--- src/rtl/registro_ataques_pkg.sv ---
// Shared definitions for the battleship attack register: board geometry,
// game FSM states, RGB status codes and a ship-cell counting helper.
package registro_ataques_pkg;

  localparam int NUM_COLUNAS = 5;
  localparam int NUM_LINHAS  = 7;
  localparam int NUM_CELULAS = NUM_COLUNAS * NUM_LINHAS;

  typedef enum logic [1:0] {
    POSICIONAR = 2'd0,
    ATACAR     = 2'd1,
    VITORIA    = 2'd2,
    DERROTA    = 2'd3
  } estado_t;

  localparam logic [1:0] LED_APAGADO = 2'b00;
  localparam logic [1:0] LED_ERRO    = 2'b01;
  localparam logic [1:0] LED_ACERTO  = 2'b10;
  localparam logic [1:0] LED_VITORIA = 2'b11;

  // Cell (c, r) lives at bit c*NUM_LINHAS + r.
  typedef logic [NUM_CELULAS-1:0] mapa_t;

  // Number of ship cells in a map (at most 35, fits in 6 bits).
  function automatic logic [5:0] contar_celulas(input mapa_t mapa);
    logic [5:0] total;
    total = '0;
    for (int i = 0; i < NUM_CELULAS; i++) begin
      total = total + {5'd0, mapa[i]};
    end
    return total;
  endfunction

endpackage

--- src/rtl/gerador_pisca.sv ---
// Free-running blink generator: the phase flips every PISCA_DIV clocks.
module gerador_pisca #(
  parameter int PISCA_DIV = 190
) (
  input  logic clock,
  input  logic reset,
  output logic fase
);

  localparam int CW = (PISCA_DIV > 1) ? $clog2(PISCA_DIV) : 1;
  localparam logic [CW-1:0] ULTIMO = CW'(PISCA_DIV - 1);

  logic [CW-1:0] contador;

  // Count 0..PISCA_DIV-1 and toggle the phase on every wrap.
  always_ff @(posedge clock) begin
    // NOTE: sequential state uses non-blocking assignments so every flop
    // samples the pre-edge values, independent of statement order.
    if (reset) begin
      contador <= '0;
      fase     <= 1'b0;
    end else if (contador == ULTIMO) begin
      contador <= '0;
      fase     <= ~fase;
    end else begin
      contador <= contador + 1'b1;
    end
  end

endmodule

--- src/rtl/registro_ataques.sv ---
// Attack register for a 5x7 battleship board: snapshots the fleet when the
// attack phase begins, records shots, tracks hits/attempts, decides victory
// or defeat and produces the registered LED matrix image and status outputs.
module registro_ataques
  import registro_ataques_pkg::*;
#(
  parameter int TENTATIVAS_MAX = 20,
  parameter int PISCA_DIV      = 190
) (
  input  logic       clock,
  input  logic       reset,
  input  logic       modo_ataque,
  input  logic       confirmar_ataque,
  input  logic [2:0] ataque_colunas,
  input  logic [2:0] ataque_linhas,
  input  logic [6:0] coluna1_posicionamento,
  input  logic [6:0] coluna2_posicionamento,
  input  logic [6:0] coluna3_posicionamento,
  input  logic [6:0] coluna4_posicionamento,
  input  logic [6:0] coluna5_posicionamento,
  output logic [6:0] coluna1_saida,
  output logic [6:0] coluna2_saida,
  output logic [6:0] coluna3_saida,
  output logic [6:0] coluna4_saida,
  output logic [6:0] coluna5_saida,
  output logic [1:0] ledRGB,
  output logic [4:0] tentativas,
  output logic       fim_jogo
);

  localparam logic [4:0] TENT_LIMITE = 5'(TENTATIVAS_MAX);

  estado_t     estado, estado_prox;
  mapa_t       frota, frota_prox;
  mapa_t       tiros, tiros_prox;
  mapa_t       saida_q, exibir;
  mapa_t       posicionamento;
  mapa_t       alvo;
  logic [5:0]  acertos, acertos_prox;
  logic [5:0]  navios;
  logic [5:0]  celula;
  logic [4:0]  tent_prox;
  logic [1:0]  led_prox;
  logic        coords_validas, ja_atirado, acerto, tiro_aceito;
  logic        fase;

  gerador_pisca #(
    .PISCA_DIV(PISCA_DIV)
  ) u_pisca (
    .clock(clock),
    .reset(reset),
    .fase (fase)
  );

  assign posicionamento = {coluna5_posicionamento, coluna4_posicionamento,
                           coluna3_posicionamento, coluna2_posicionamento,
                           coluna1_posicionamento};
  assign {coluna5_saida, coluna4_saida, coluna3_saida,
          coluna2_saida, coluna1_saida} = saida_q;

  // Target decode: one-hot cell mask, empty when coordinates are off-board.
  assign coords_validas = (ataque_colunas < 3'(NUM_COLUNAS)) &&
                          (ataque_linhas  < 3'(NUM_LINHAS));
  assign celula = 6'(ataque_colunas) * 6'(NUM_LINHAS) + 6'(ataque_linhas);
  assign alvo   = coords_validas ? ({{(NUM_CELULAS-1){1'b0}}, 1'b1} << celula) : '0;
  assign ja_atirado  = |(tiros & alvo);
  assign acerto      = |(frota & alvo);
  assign tiro_aceito = confirmar_ataque && coords_validas && !ja_atirado;
  assign navios      = contar_celulas(frota);

  // Game FSM and scoreboard: next values, with win/defeat judged on post-shot counts.
  always_comb begin
    // NOTE: every signal gets a default first so no path leaves it
    // unassigned, which would otherwise infer a latch.
    estado_prox  = estado;
    frota_prox   = frota;
    tiros_prox   = tiros;
    acertos_prox = acertos;
    tent_prox    = tentativas;
    led_prox     = ledRGB;
    if (!modo_ataque) begin
      estado_prox  = POSICIONAR;
      tiros_prox   = '0;
      acertos_prox = '0;
      tent_prox    = '0;
      led_prox     = LED_APAGADO;
    end else begin
      case (estado)
        POSICIONAR: begin
          estado_prox  = ATACAR;
          frota_prox   = posicionamento;
          tiros_prox   = '0;
          acertos_prox = '0;
          tent_prox    = '0;
          led_prox     = LED_APAGADO;
        end
        ATACAR: begin
          if (tiro_aceito) begin
            tiros_prox   = tiros | alvo;
            tent_prox    = tentativas + 5'd1;
            acertos_prox = acertos + {5'd0, acerto};
            led_prox     = acerto ? LED_ACERTO : LED_ERRO;
            if ((frota != '0) && (acertos_prox == navios)) begin
              estado_prox = VITORIA;
              led_prox    = LED_VITORIA;
            end else if (tent_prox == TENT_LIMITE) begin
              estado_prox = DERROTA;
              led_prox    = LED_ERRO;
            end
          end
        end
        default: ;
      endcase
    end
  end

  // Matrix image for the state being entered, so it updates with the scoreboard.
  always_comb begin
    case (estado_prox)
      POSICIONAR: exibir = posicionamento;
      ATACAR:     exibir = (tiros_prox & frota_prox) |
                           (tiros_prox & ~frota_prox & {NUM_CELULAS{fase}});
      VITORIA:    exibir = frota_prox;
      default:    exibir = frota_prox & {NUM_CELULAS{fase}};
    endcase
  end

  // State, scoreboard and registered outputs.
  always_ff @(posedge clock) begin
    if (reset) begin
      estado     <= POSICIONAR;
      frota      <= '0;
      tiros      <= '0;
      acertos    <= '0;
      tentativas <= '0;
      ledRGB     <= LED_APAGADO;
      saida_q    <= '0;
      fim_jogo   <= 1'b0;
    end else begin
      estado     <= estado_prox;
      frota      <= frota_prox;
      tiros      <= tiros_prox;
      acertos    <= acertos_prox;
      tentativas <= tent_prox;
      ledRGB     <= led_prox;
      saida_q    <= exibir;
      fim_jogo   <= (estado_prox == VITORIA) || (estado_prox == DERROTA);
    end
  end

endmodule

--- config.mk ---
export PLATFORM = sky130hd
export DESIGN_NAME = registro_ataques
export DESIGN_NICKNAME = d
export VERILOG_FILES = /design/src/rtl/registro_ataques_pkg.sv /design/src/rtl/gerador_pisca.sv /design/src/rtl/registro_ataques.sv
export SDC_FILE = /design/constraint.sdc
export NUM_CORES = 1
export LEC_CHECK = 0
export ABC_AREA = 1
export BUFFER_PORTS_ARGS = -buffer_cell sky130_fd_sc_hd__buf_2
export CAP_MARGIN = 20
export CORE_ASPECT_RATIO = 0.8
export CORE_MARGIN = 2
export CORE_UTILIZATION = 42
export DETAILED_ROUTE_END_ITERATION = 16
export PLACE_DENSITY = 0.64
export SLEW_MARGIN = 5
export SYNTH_ARGS = -nofsm -noshare
export SYNTH_HDL_FRONTEND = slang
export SYNTH_SLANG_ARGS = --single-unit
--- constraint.sdc ---
create_clock -name clock -period 7.6 [get_ports clock]
set_input_delay 1.14 -clock clock [delete_from_list [all_inputs] [get_ports clock]]
set_output_delay 1.14 -clock clock [all_outputs]
set_load 0.01 [all_outputs]
Word-level counts from Yosys, hierarchy flattened
Index checks and enable logic that the tools add are counted.
Operators by class
  add/subtract/negate cells: 38
  $mul: 1
  divide/modulo/power cells: 0
  $lt $le $gt $ge: 2
  equal/unequal tests: 8
  shifts and indexed selects: 1
  mux-type cells: 21
  bitwise gates (word level): 11
  reductions and logical operators: 15
Operators by type and width (number)
  AND 35 bit: 6
  adder 6 x 1 -> 6 bit: 30
  2-to-1 mux 35 bit: 5
  one-hot mux 35 bit (3 select lines): 1
  OR 35 bit: 2
  one-hot mux 35 bit (2 select lines): 1
  OR reduction 35 bit: 2
  inverter 35 bit: 1
  nonzero test 35 bit: 1
  << shifter 1 x 6 -> 35 bit, first input constant: 1
  2-to-1 mux 2 bit: 8
  one-hot mux 6 bit (2 select lines): 1
  one-hot mux 5 bit (2 select lines): 1
  adder 8 x 1 -> 8 bit, second input constant: 1
  == test 8 bit, second input constant: 1
  one-hot mux 2 bit (2 select lines): 2
  adder 5 x 1 -> 6 bit: 1
  adder 6 x 3 -> 6 bit: 1
  == test 6 bit: 1
  less-than comparator 3 bit, second input constant: 2
  multiplier 3 x 3 -> 6 bit, second input constant: 1
  2-to-1 mux 6 bit: 1
  adder 4 x 1 -> 5 bit: 1
  adder 5 x 1 -> 5 bit, second input constant: 1
  16 further kinds: 24
Word-level totals
  register bits after elaboration: 130
  bits in latches: 0
  bits in writable memories: 0
  bits in read-only memories: 0
  input bits: 45
  output and inout port bits: 43
  memories kept: 0

Longest topological paths before layout
  depth after elaboration: 42
  depth in mapped cells: 37

By module
A second synthesis with hierarchy kept.
Second synthesis, totals
  cells, all modules: 1397
  area, all modules: 8883.5 um^2
By module, submodules not included
  registro_ataques: times used 1, cells each 1342, area each 8466.9 um^2, seq. area each 2422.3 um^2
  gerador_pisca: times used 1, cells each 55, area each 416.6 um^2, seq. area each 180.2 um^2

Worst setup path after synthesis
No wires, ideal clock.
  kind: input port to flip-flop
  start: input ataque_colunas[0]
  end: register saida_q[15]
  arrival time: 5.695 ns
  setup slack: 1.788 ns
  cell stages on the path: 32
  buffers on the path: 3
  path through: fa_1 -> fa_1 -> fa_1 -> nand3_1 -> nand2_1 -> nand2_1 -> nand2_2 -> buf_2 -> buf_1 -> nand4_1 -> o21ai_0 -> nor2_1 -> nand2_1 -> nor2_1 -> nand3_1 -> ha_1 -> ha_1 -> xnor2_1 -> nand3_1 -> nor2_1 -> nand2_1 -> nor2_1 -> nand3_1 -> a21oi_1 -> nand3_2 -> nand2_4 -> nand3_4 -> nand2_2 -> inv_2 -> buf_2 -> nor2_1 -> a21oi_1
Between the ends
  longest elaborated chain between the ends: 15
  elaborated cells on any way between the ends: 32
  classes of those cells: add/sub: 2; mul: 1; order compare: 1; eq/ne: 3; shift: 1; mux: 9; bitwise: 7; reduce/logical: 8
Ends and longest elaborated chain
  start: declaration: line registro_ataques.sv:14  | input logic [2:0] ataque_colunas,
  multiplier 3 x 3 -> 6 bit: line registro_ataques.sv:64  | assign celula = 6'(ataque_colunas) * 6'(NUM_LINHAS) + 6'(ataque_linhas);
  adder 6 x 3 -> 6 bit: line registro_ataques.sv:64
  << shifter 1 x 6 -> 35 bit: line registro_ataques.sv:65  | assign alvo = coords_validas ? ({{(NUM_CELULAS-1){1'b0}}, 1'b1} << celula) : '0;
  2-to-1 mux 35 bit: line registro_ataques.sv:65
  AND 35 bit (on tied branches): line registro_ataques.sv:67, registro_ataques.sv:66
  OR reduction 35 bit (on tied branches): line registro_ataques.sv:67, registro_ataques.sv:66
  adder 6 x 1 -> 6 bit or zero test 1 bit (tied branches): line registro_ataques.sv:101, registro_ataques.sv:68
  == test 6 bit or logical AND 1 bit (tied branches): line registro_ataques.sv:103, registro_ataques.sv:68
  logical AND 1 bit or 2-to-1 mux 35 bit (tied branches): line registro_ataques.sv:103, registro_ataques.sv:98
  2-to-1 mux 2 bit or one-hot mux 35 bit (2 select lines) (tied branches): line registro_ataques.sv:103, registro_ataques.sv:88
  2-to-1 mux 2 bit or 2-to-1 mux 35 bit (tied branches): line registro_ataques.sv:98, registro_ataques.sv:81
  one-hot mux 2 bit (2 select lines) or AND 35 bit (tied branches): line registro_ataques.sv:88, registro_ataques.sv:122
  2-to-1 mux 2 bit or AND 35 bit (tied branches): line registro_ataques.sv:81, registro_ataques.sv:122
  == test 2 bit, or another cell as far along: line registro_ataques.sv:119  | case (estado_prox)
  one-hot mux 35 bit (3 select lines) *: line registro_ataques.sv:119
  end signal: assignment: line registro_ataques.sv:146  | saida_q <= exibir;
  end: declaration: line registro_ataques.sv:36  | mapa_t saida_q, exibir;
Mark *: on every way between the ends. The rest lies on a longest branch, timed or not.
A chain may end at the register's enable or synchronous reset.

Worst setup path after layout
  start: input ataque_colunas[0]
  end: register saida_q[6]
The elaborated chain is that of the path after synthesis.

==> results.env <==
INTERNAL-POWER_uW=1920
MET2_WIRELENGTH_UM=11800
VIASPERCELL=5.20
POWER_PER_CELL_AREA_mW_PER_MM2=337
CRITICAL_PATH.MAX_STAGE_DELAY_PS=570
P_SWITCHING_uW=1480
GRT_MAX_DEGREE=71
SYNTHESIS.NETS=1516
CTS.SINKS=130
CTS_MAX_PATH_BUFFERS=2
GLOBALROUTE.TOTALOVERFLOW=0
HOLD_CLASS='reg2reg'
ROUTED-WL-MET3_UM=2750
REPORT.FINAL.SLEW_VIOL_COUNT=0
POSTSYNTH.ASYNCRESETSHARE=0
CRITICAL_PATH.TOP_DELAY_FAMILY='simple AND/OR/NAND/NOR gates'
CRITICAL_PATH.MOST_COMMON_CELL='sky130_fd_sc_hd__nand3_1'
DRT-MET1-WL_UM=13100
P_SW_FRAC=0.436
CTS_BUFFERS=17
CTSHTREEMAXLEVEL=4
SYNTHFLOPTYPE='sky130_fd_sc_hd__dfxtp_1'
COMBINATIONALPOWERSHARE=0.512
OUTCOME='finished clean'
DRTPASS1ITERATIONS=7
SYNTH-SEQ-AREA-SHARE=0.292
FINALCRITICALPERIOD_PS=6810
INSERTEDDIODECOUNT=0
SYNTH-EDFF-COUNT=0
TOTAL_POWER_CONSUMPTION_OF_THE_ROUTED_DESIGN_uW=3400
YOSYS-TOP-CELLS-AREA='sky130_fd_sc_hd__dfxtp_1 29%, sky130_fd_sc_hd__nand2_1 13%, sky130_fd_sc_hd__nor2_1 12%'
CRITPATHCAPTURETYPE='flip-flop'
TRITONCTS_CLOCK_TREE='done'
CTS.REPAIR.RESIZED=0
ROUTE.DETAILED.WL_PER_INST_UM=16.1
POSTSYNTHREGISTERBITS=130
WIRE_LENGTH_OF_THE_FIRST_GLOBAL_ROUTING_PASS_UM=44500
CRIT_TYPE='in2reg'
GP_CONGESTION=1.02
PRE_CTS_SLACK_PS=563
WORSTMARGINPINSLEW_PS=928
FMAXACHIEVABLE_MHz=147
START_UTIL=0.430
SYNTH.DISTINCT_CELLS=40
SYNTH_TOP_CELL_AREA_SHARE=0.292
WORST-PATH-BUF-INV=2
NUMBER_OF_GLOBAL_ROUTE_VIAS_BEFORE_REPAIR=8208
GRTUSAGETOTAL=0.252
TOTALWIRELENGTH_UM=28200
WHS_PS=467
DRIVE_ABOVE_1_SHARE=0.112
CORE-AREA_SQ_MM=0.0208
ROOT_BUFFER='sky130_fd_sc_hd__clkbuf_16'
POWER.LEAKAGE_uW=0.00488
YOSYS.CELL_COUNT.TOP_TYPE='sky130_fd_sc_hd__nand2_1'
ROUTED.TOP_LAYER='met4'
PERIOD_SHARE=0.896
DIEAREA_SQ_MM=0.0224
CPMAXSTAGEDELAYCELL='sky130_fd_sc_hd__fa_1'
PIN_COUNT=88
ARRIVAL_PS=7160
FINAL_NETS=1566
FINALHOLDVIOLCOUNT=0
SUMMED_NEGATIVE_SETUP_SLACK_OVER_ALL_ENDPOINTS_PS=0
GRT_SETUP_UNREPAIRED='false'
PLACED_WIRE_LENGTH_ESTIMATE_UM=20700
CRITPATHREQUIREDTIME_PS=7950
SYNTH_COMMON_CELLS='309 x sky130_fd_sc_hd__nand2_1, 288 x sky130_fd_sc_hd__nor2_1, 203 x sky130_fd_sc_hd__inv_1, 130 x sky130_fd_sc_hd__dfxtp_1, 92 x sky130_fd_sc_hd__nand3_1'
LAYOUT.CORE_UTILIZATION=0.486
SYN-INSTANCE-COUNT=1417
FIN_WS_PS=787
POWER.SEQUENTIAL.FRACTION=0.231
CLKTRANSATPATHREGS_PS=60
NUMBER_OF_ANTENNA_VIOLATIONS_AT_THE_FIRST_CHECK_IN_GLOBAL_ROUTING=0
AREAGROWTHSYNTHTOFINISH_PCT=13.0
MAX_CAP_VIOL_COUNT=0
POSTCTSSETUPREPAIRBUFS=0
ANT_NETS=0
FP-ROW-COUNT=47
DRC=0
DIE_W_UM=167
TIMING.MAX_SLEW.REL_SLACK=0.381
WORST_PATH_MAXIMUM_FANOUT=18
PLACE.PORT_BUFFERS=87
WORST_CLOCK_SKEW_PS=10.3
SETUP_VIOL=0
SYNTHDOMINANTAREACELLTYPE='sky130_fd_sc_hd__dfxtp_1'
NETLIST_AREA_SQ_MM=0.00893
DETAILEDROUTE.FIRSTITERATIONVIOLATIONS=893
POWER.IR.VDD_WORST_mV=0.408
WORST_SKEW_PAIR.LATE_LATENCY_PS=430
YOSYS_WARNINGS=0
SYN-MEAN-INSTANCE-AREA_SQ_UM=6.30
VIA_COUNT=9085
CHIPHEIGHT_UM=134
POWER.SHARE.CLOCK=0.256
POST_CTS_HOLD_BUFFER_COUNT=0
CRITPATHLAUNCHTYPE='input port'
## through the flow
| stage | std cells | instance area [sq um] |
|---|---|---|
| 6_report | 1748 | 10100 |
| 3_3_place_gp | 1717 | 9470 |
| 2_1_floorplan | 1417 | 8930 |
| 5_1_grt | 1748 | 10100 |
| 3_5_place_dp | 1717 | 9470 |
| 4_1_cts | 1748 | 10100 |
## worst min-delay path, delay by kind of cell, from the launching register on
family,cells,cell delay (ps)
simple gates,1,60
flops,1,310
compound gates,1,50
## power by group through the flow
| stage | Sequential [uW] | Combinational (uW) | Clock, uW |
|---|---|---|---|
| 3_3_place_gp | 801 | 1680 | 0 |
| 6_report | 787 | 1740 | 871 |
| 2_1_floorplan | 796 | 1300 | 0 |
| 3_5_place_dp | 800 | 1720 | 0 |
| 5_1_grt | 792 | 1940 | 915 |
| 4_1_cts | 786 | 1730 | 887 |
## flip-flops by register name, indices dropped and copies added, names as in the netlist
| register | flops |
|---|---|
| acertos | 6 |
| estado | 2 |
| fim_jogo | 1 |
| frota | 35 |
| ledRGB | 2 |
| saida_q | 35 |
| tentativas | 5 |
| tiros | 35 |
| u_pisca.contador | 8 |
| u_pisca.fase | 1 |
## layout make-up
type / count / area (sq um)
fill: 2159 / 10700
multi-input combinational: 1006 / 5210
sequential: 130 / 2600
inverter: 213 / 800
timing repair buffer: 99 / 526
clock buffer: 20 / 467
tap: 269 / 337
clock inverter: 11 / 151
## layout by cell type, fill, tap and decap left out, types with 11 or more instances in the layout
master	n
sky130_fd_sc_hd__nor2_1	287
sky130_fd_sc_hd__fa_1	31
sky130_fd_sc_hd__nand3_1	92
sky130_fd_sc_hd__o21bai_1	19
sky130_fd_sc_hd__buf_4	12
sky130_fd_sc_hd__nor3_1	34
sky130_fd_sc_hd__clkbuf_16	17
sky130_fd_sc_hd__nor4_1	11
sky130_fd_sc_hd__buf_2	87
sky130_fd_sc_hd__nand2_1	308
sky130_fd_sc_hd__ha_1	23
sky130_fd_sc_hd__a21oi_1	67
sky130_fd_sc_hd__nand4_1	36
sky130_fd_sc_hd__inv_1	203
sky130_fd_sc_hd__o21ai_0	46
sky130_fd_sc_hd__dfxtp_1	130
## worst paths after layout
| check | endpoint | slack (ps) | depth (start not counted) | startpoint |
|---|---|---|---|---|
| max | saida_q[6] | 790 | 28 | ataque_colunas[0] |
| min | ledRGB[0] | 470 | 2 | ledRGB[0] |
| max reg2reg | saida_q[22] | 1010 | 27 | frota[19] |
| min reg2reg | ledRGB[0] | 470 | 2 | ledRGB[0] |
## layer usage
| metal | track usage | vias to the layer above |
|---|---|---|
| met5 | 0 | - |
| met3 | 0.0605 | 43 |
| met2 | 0.375 | 372 |
| met1 | 0.367 | 4164 |
| met4 | 0.0627 | 0 |
| li1 | - | 4506 |
## kinds of logic after synthesis
family                     synth area share
buffers and inverters                 0.126
DFF                                   0.292
xor gates and xnor gates             0.0128
and+or+nand+nor                       0.382
adders and majority gates             0.102
AOI/OAI and AO/OA                    0.0861
Note: power is estimated with default switching activity, not from simulation.
